[config.mk]
export PLATFORM = sky130hd
export DESIGN_NAME = dp_mem_responder
export DESIGN_NICKNAME = d
export VERILOG_FILES = /design/src/rtl/datapath_pkg.sv /design/src/rtl/dp_mem_perf.sv /design/src/rtl/dp_mem_responder.sv
export SDC_FILE = /design/constraint.sdc
export NUM_CORES = 1
export LEC_CHECK = 0
export ABC_AREA = 1
export ABC_CLOCK_PERIOD_IN_PS = 4310
export CORE_AREA = 4 4 128 130
export CTS_BUF_LIST = sky130_fd_sc_hd__clkbuf_16
export DETAILED_ROUTE_END_ITERATION = 16
export DIE_AREA = 0 0 132 134
export PLACE_DENSITY_LB_ADDON = 0.1
export SETUP_SLACK_MARGIN = 0.05
export SLEW_MARGIN = 25
export SYNTH_ARGS = -nofsm -noshare
export SYNTH_HDL_FRONTEND = slang
export SYNTH_SLANG_ARGS = --single-unit
[constraint.sdc]
create_clock -name CLK -period 4.31 [get_ports CLK]
set_input_delay 1.0775 -clock CLK [delete_from_list [all_inputs] [get_ports CLK]]
set_output_delay 1.0775 -clock CLK [all_outputs]
set_load 0.05 [all_outputs]
[src/rtl/datapath_pkg.sv]
// Shared datapath memory-side types: responder FSM states, word/address types, burst default.
// Pure declarations; no timing or flow control lives here.
package datapath_pkg;

  localparam int MAT_BEATS_DEF = 8;
  localparam int ADDR_W_DEF    = 32;

  typedef logic [31:0]           word_t;
  typedef logic [ADDR_W_DEF-1:0] addr_t;

  typedef enum logic [2:0] {
    IDLE   = 3'd0,
    DSERV  = 3'd1,
    MSERV  = 3'd2,
    ISERV  = 3'd3,
    HALTED = 3'd4
  } dp_mem_state_t;

  function automatic logic is_serv(input dp_mem_state_t s);
    return (s == DSERV) || (s == MSERV) || (s == ISERV);
  endfunction

endpackage

[src/rtl/dp_mem_perf.sv]
// Saturating stall/burst counters for the memory responder.
// Registered, 1-cycle update; counters hold at all-ones instead of wrapping.
module dp_mem_perf
  import datapath_pkg::*;
(
  input  logic  CLK,
  input  logic  nrst,
  input  logic  imemREN,
  input  logic  ihit,
  input  logic  mhit,
  output word_t perf_istall,
  output word_t perf_bursts
);

  always_ff @(posedge CLK or negedge nrst) begin
    if (!nrst) begin
      perf_istall <= '0;
      perf_bursts <= '0;
    end else begin
      if (imemREN && !ihit && (perf_istall != '1))
        perf_istall <= perf_istall + 32'd1;
      if (mhit && (perf_bursts != '1))
        perf_bursts <= perf_bursts + 32'd1;
    end
  end

endmodule

[src/rtl/dp_mem_responder.sv]
// Arbitrates dmem/mmem/imem requests onto one RAM port; optional DP_MEM_PERF_EN adds perf counters.
// Latency: grant on the request edge, hit combinational with ram_ready (>=1 cycle); waits on ram_ready indefinitely.
module dp_mem_responder
  import datapath_pkg::*;
#(
  parameter int MAT_BEATS = MAT_BEATS_DEF,
  parameter int ADDR_W    = ADDR_W_DEF
) (
  input  logic              CLK,
  input  logic              nrst,
  input  logic              imemREN,
  input  logic [ADDR_W-1:0] imemaddr,
  output logic              ihit,
  output word_t             imemload,
  input  logic              dmemREN,
  input  logic              dmemWEN,
  input  logic [ADDR_W-1:0] dmemaddr,
  input  word_t             dmemstore,
  output logic              dhit,
  output word_t             dmemload,
  input  logic              mmemREN,
  input  logic [ADDR_W-1:0] mmemaddr,
  output logic              mvalid,
  output logic              mhit,
  output word_t             mmemload,
  input  logic              halt,
  output logic              ramREN,
  output logic              ramWEN,
  output logic [ADDR_W-1:0] ramaddr,
  output word_t             ramstore,
  input  word_t             ramload,
  input  logic              ram_ready
`ifdef DP_MEM_PERF_EN
  ,
  output word_t             perf_istall,
  output word_t             perf_bursts
`endif
);

  localparam int BEAT_W = (MAT_BEATS > 1) ? $clog2(MAT_BEATS) : 1;
  localparam logic [BEAT_W-1:0] LAST_BEAT = BEAT_W'(MAT_BEATS - 1);

  dp_mem_state_t     state, state_nxt;
  logic [BEAT_W-1:0] beat, beat_nxt;
  logic [ADDR_W-1:0] base, base_nxt;
  logic [ADDR_W-1:0] burst_addr;
  logic              starve, starve_nxt;
  logic              halt_pend, halt_pend_nxt;
  logic              d_wr, d_wr_nxt;
  logic              done;

  // Burst addresses wrap naturally at ADDR_W bits.
  assign burst_addr = base + (ADDR_W'(beat) << 2);

  always_ff @(posedge CLK or negedge nrst) begin
    if (!nrst) begin
      state     <= IDLE;
      beat      <= '0;
      base      <= '0;
      starve    <= 1'b0;
      halt_pend <= 1'b0;
      d_wr      <= 1'b0;
    end else begin
      state     <= state_nxt;
      beat      <= beat_nxt;
      base      <= base_nxt;
      starve    <= starve_nxt;
      halt_pend <= halt_pend_nxt;
      d_wr      <= d_wr_nxt;
    end
  end

  always_comb begin
    state_nxt     = state;
    beat_nxt      = beat;
    base_nxt      = base;
    starve_nxt    = starve;
    halt_pend_nxt = halt_pend;
    d_wr_nxt      = d_wr;
    done          = 1'b0;
    ihit          = 1'b0;
    dhit          = 1'b0;
    mvalid        = 1'b0;
    mhit          = 1'b0;
    ramREN        = 1'b0;
    ramWEN        = 1'b0;
    ramaddr       = '0;
    ramstore      = '0;
    imemload      = '0;
    dmemload      = '0;
    mmemload      = '0;

    case (state)
      IDLE: begin
        halt_pend_nxt = 1'b0;
        if (halt) begin
          state_nxt = HALTED;
        end else if (dmemREN || dmemWEN) begin
          state_nxt = DSERV;
          d_wr_nxt  = dmemWEN;
        end else if (imemREN && (starve || !mmemREN)) begin
          state_nxt  = ISERV;
          starve_nxt = 1'b0;
        end else if (mmemREN) begin
          state_nxt = MSERV;
          base_nxt  = mmemaddr;
          beat_nxt  = '0;
        end
      end
      // Access kind is latched at grant so a dropped strobe cannot flip it mid-service.
      DSERV: begin
        ramaddr  = dmemaddr;
        ramstore = dmemstore;
        ramWEN   = d_wr;
        ramREN   = !d_wr;
        dmemload = ramload;
        dhit     = ram_ready;
        done     = ram_ready;
      end
      ISERV: begin
        ramaddr  = imemaddr;
        ramREN   = 1'b1;
        imemload = ramload;
        ihit     = ram_ready;
        done     = ram_ready;
      end
      MSERV: begin
        ramaddr  = burst_addr;
        ramREN   = 1'b1;
        mmemload = ramload;
        mvalid   = ram_ready;
        if (ram_ready) begin
          if (beat == LAST_BEAT) begin
            mhit       = 1'b1;
            done       = 1'b1;
            starve_nxt = 1'b1;
            beat_nxt   = '0;
          end else begin
            beat_nxt = beat + 1'b1;
          end
        end
      end
      HALTED: begin
        state_nxt = HALTED;
      end
      default: begin
        state_nxt = IDLE;
      end
    endcase

    // A halt seen anywhere in a service is remembered until the service ends.
    if (is_serv(state)) begin
      halt_pend_nxt = halt_pend || halt;
      if (done)
        state_nxt = (halt_pend || halt) ? HALTED : IDLE;
    end
  end

`ifdef DP_MEM_PERF_EN
  dp_mem_perf u_perf (
    .CLK         (CLK),
    .nrst        (nrst),
    .imemREN     (imemREN),
    .ihit        (ihit),
    .mhit        (mhit),
    .perf_istall (perf_istall),
    .perf_bursts (perf_bursts)
  );
`endif

endmodule

==> impl_metrics.sql <==
INSERT INTO impl_metrics (metric_group, metric, value, unit) VALUES
('setup_path', 'crit_chain', 'clkdlybuf4s50_1 > inv_1 > nor2_4 > nand2_2 > inv_1 > clkdlybuf4s50_1', ''),
('clocking', 'clock_insertion_delay_worst_skew', '0.28', 'ns'),
('sta', 'timing.final.crit_share', '87.9', '%'),
('setup_path', 'crit_path_max_incr_delay', '0.79', 'ns'),
('global_route', 'maximum_number_of_pins_on_one_net_before_global_route_repair', '51', ''),
('global_route', 'grt.total_usage', '21.5', '%'),
('clocking', 'cts-root-buf', 'sky130_fd_sc_hd__clkbuf_16', ''),
('placement', 'gpl.final_weighted_congestion', '0.905', ''),
('die', 'fp.dieArea', '17700', 'sq um'),
('yosys', 'yosysWarnings', '0', ''),
('final_layout', 'area_growth', '87.7', '%'),
('power_and_ir_drop', 'power_density', '278', 'nW/um^2'),
('setup_path', 'timing.setup.critical_path_class', 'in2out', ''),
('clocking', 'cts_max_level', '2', ''),
('die', 'boundaryPins', '334', ''),
('yosys', 'flops_latches_synth', '41', ''),
('clocking', 'clk_pin_slew_worst_paths', '0.06', 'ns'),
('setup_path', 'cp-start-kind', 'input pin', ''),
('setup_path', 'required', '3.23', 'ns'),
('die', 'initial_utilization', '26.7', '%'),
('yosys', 'synth.net_count', '894', ''),
('yosys', 'synth_async_sr_flop_share', '100', '%'),
('drt', 'drt_first_iter_violations', '306', ''),
('drt', 'vias_per_inst', '4.47', ''),
('global_route', 'use_met2', '35.9', '%'),
('setup_path', 'crit_slowest_cell', 'sky130_fd_sc_hd__clkdlybuf4s50_1', ''),
('min_path', 'worst_hold_path_type', 'reg2reg', ''),
('clocking', 'cts.sinks', '41', ''),
('clocking', 'clock_tree.buffer_depth', '2', ''),
('clocking', 'total_setup_buffers_inserted_after_cts', '0', ''),
('yosys', 'synthDistinctLibCells', '32', ''),
('run', 'max_cap_viol_count', '0', ''),
('power_and_ir_drop', 'totalPowerFinal', '2.11', 'mW'),
('clocking', 'cts_made_buffers', '5', ''),
('global_route', 'met3_routing_resource_usage_after_global_routing', '5.21', '%'),
('sta', 'maxSlewHeadroom', '61.6', '%'),
('power_and_ir_drop', 'vdd.ir_drop.worst', '0.000183', 'V'),
('sta', 'largest_clock_skew_in_the_final_design', '0.00818', 'ns'),
('die', 'core_area', '15100', 'sq um'),
('yosys', 'synth_flop_cell', 'sky130_fd_sc_hd__dfrtp_1', ''),
('die', 'chipWidth', '132', 'microns'),
('sta', 'worst-slew-pin-transition', '0.574', 'ns'),
('global_route', 'met1_usage', '27.6', '%'),
('outcome', 'run_status', 'finished clean', ''),
('sta', 'finalMaxSlewViolations', '0', ''),
('sta', 'max_freq', '0.264', 'GHz'),
('sta', 'rsz0062_at_grt', 'no', ''),
('yosys', 'synth_top_area_share', '25.4', '%'),
('yosys', 'syn-cell-area', '4040', 'sq um'),
('yosys', 'netlist.top_cell.by_area', 'sky130_fd_sc_hd__dfrtp_1', ''),
('yosys', 'synth_area_leaders', 'sky130_fd_sc_hd__dfrtp_1 (25%), sky130_fd_sc_hd__nor2_1 (18%), sky130_fd_sc_hd__nand2_1 (17%)', ''),
('yosys', 'number_of_enable_flip_flop_cells_after_synthesis', '0', ''),
('sta', 'timing_hold_violations_final', '0', ''),
('drt', 'finalWirelength', '19900', 'microns'),
('drt', 'detail_route.drc_violations', '0', ''),
('setup_path', 'timing.critical_path.fanout_max', '5', ''),
('power_and_ir_drop', 'power.static_leakage', '3.64', 'nW'),
('setup_path', 'end_kind', 'primary output', ''),
('sta', 'setup_viol', '0', ''),
('global_route', 'number_of_antenna_violations_at_the_first_check_in_global_routing', '3', ''),
('die', 'placementRows', '45', ''),
('drt', 'detailroute.via_count', '5488', ''),
('placement', 'post-place-cells', '1216', ''),
('drt', 'routed_wire_per_std_cell', '16.2', 'microns'),
('sta', 'final.min_clock_period', '3.79', 'ns'),
('yosys', 'netlist_instances', '720', ''),
('drt', 'postRouteAntennaNets', '0', ''),
('die', 'die_h', '134', 'microns'),
('global_route', 'gr-max-usage-layer', 'met2', ''),
('drt', 'drt_pass_1_iters', '4', ''),
('placement', 'port_buffers', '333', '');
-- layer usage --
| metal | share of wire [%] | vias to the layer above |
|---|---|---|
| li1 | - | 2847 |
| met1 | 43 | 2405 |
| met2 | 47 | 212 |
| met3 | 7.1 | 24 |
| met4 | 2.2 | 0 |
| met5 | 0 | - |
-- state kept, by name (all words and copies together) (netlist names) --
register	count
d_wr	1
base	32
state	3
halt_pend	1
beat	3
starve	1
-- cell type report --
| cell class | instances | area, sq um |
|---|---|---|
| diodes | 3 | 7.51 |
| inverters | 112 | 423 |
| repair buffers | 339 | 3320 |
| multi-input cells | 536 | 2420 |
| clock buffers | 5 | 125 |
| clock inverters | 3 | 37.5 |
| flip-flops and latches | 41 | 1030 |
| fillers | 1604 | 7560 |
| well taps | 188 | 235 |
-- worst max-delay path: cells and delay by family --
kind,cells,cell delay (ns)
buffers and inverters,4,1.42
and+or+nand+nor,2,0.22
-- power breakdown --
group | switching (mW) | internal (mW) | total (mW) | leakage [nW]
sequential | 0.151 | 0.521 | 0.671 | 0.481
combinational | 0.617 | 0.408 | 1.02 | 3.07
clock | 0.148 | 0.269 | 0.417 | 0.0827
-- path summary, 6_finish.rpt --
path | from | to | slack [ns] | cells past startpoint
setup reg to reg | state[2]$_DFF_PN0_ | base[6]$_DFFE_PN0P_ | 2.35 | 6
max in group asynchronous | nrst | base[19]$_DFFE_PN0P_ | 3.13 | 1
setup / recovery | ram_ready | mhit | 0.52 | 6
min in group asynchronous | nrst | base[0]$_DFFE_PN0P_ | 0.78 | 1
hold reg to reg | base[0]$_DFFE_PN0P_ | base[0]$_DFFE_PN0P_ | 0.47 | 2
hold / removal | base[0]$_DFFE_PN0P_ | base[0]$_DFFE_PN0P_ | 0.47 | 2
-- kinds of logic after synthesis --
kind of cell | synth area share (%)
DFF | 25.4
buffers and inverters | 14.9
adders and majority gates | 2.04
AOI/OAI and AO/OA | 11.6
and+or+nand+nor | 46.1
-- stage by stage --
step                      hold slack, ns  area, sq um  setup slack [ns]
final                              0.472         7590             0.521
after floorplan                    0.442         4040              1.24
after global placement             0.456         7410             0.524
after global routing               0.492         7590             0.397
after detailed placement           0.460         7410             0.519
after CTS                          0.475         7580             0.254
-- cells in the final DEF, fill, tap and decap left out --
cell                              count
sky130_fd_sc_hd__a21oi_1             24
sky130_fd_sc_hd__a22oi_1             22
sky130_fd_sc_hd__buf_12               1
sky130_fd_sc_hd__buf_4               36
sky130_fd_sc_hd__bufinv_16            1
sky130_fd_sc_hd__clkbuf_16            5
sky130_fd_sc_hd__clkdlybuf4s50_1    301
sky130_fd_sc_hd__clkinv_1             1
sky130_fd_sc_hd__dfrtp_1             41
sky130_fd_sc_hd__diode_2              3
sky130_fd_sc_hd__dlymetal6s2s_1       1
sky130_fd_sc_hd__fa_1                 1
sky130_fd_sc_hd__ha_1                 5
sky130_fd_sc_hd__inv_1              108
sky130_fd_sc_hd__inv_2                4
sky130_fd_sc_hd__inv_4                1
sky130_fd_sc_hd__nand2_1            179
sky130_fd_sc_hd__nand2_2              4
sky130_fd_sc_hd__nand2_4              1
sky130_fd_sc_hd__nand3_1             68
sky130_fd_sc_hd__nand3_2              1
sky130_fd_sc_hd__nand3b_1             1
sky130_fd_sc_hd__nor2_1             191
sky130_fd_sc_hd__nor2_2               5
sky130_fd_sc_hd__nor2_4               3
sky130_fd_sc_hd__nor3_1               1
sky130_fd_sc_hd__o2111ai_1            1
sky130_fd_sc_hd__o211ai_1             3
sky130_fd_sc_hd__o21ai_0              6
sky130_fd_sc_hd__o21ai_1              7
sky130_fd_sc_hd__o21ai_2              2
sky130_fd_sc_hd__o21bai_1             7
sky130_fd_sc_hd__o22ai_1              1
sky130_fd_sc_hd__o22ai_2              1
sky130_fd_sc_hd__or2_1                2
-- synthesized netlist by cell type, types with 4 or more instances --
cell,number
sky130_fd_sc_hd__o21ai_0,6
sky130_fd_sc_hd__nor2_2,5
sky130_fd_sc_hd__buf_6,4
sky130_fd_sc_hd__clkbuf_1,4
sky130_fd_sc_hd__inv_1,107
sky130_fd_sc_hd__o21ai_1,7
sky130_fd_sc_hd__buf_2,20
sky130_fd_sc_hd__nand3_1,68
sky130_fd_sc_hd__inv_2,4
sky130_fd_sc_hd__nand2_1,180
sky130_fd_sc_hd__dfrtp_1,41
sky130_fd_sc_hd__a22oi_1,22
sky130_fd_sc_hd__ha_1,5
sky130_fd_sc_hd__a21oi_1,24
sky130_fd_sc_hd__nor2_1,191
sky130_fd_sc_hd__o21bai_1,7
-- what timing repair did --
item | in CTS | in global routing
setup endpoints to repair | 0 | 1
resized for setup | 0 | 1
hold buffers | 0 | 0
(Power assumes the default switching activity.)
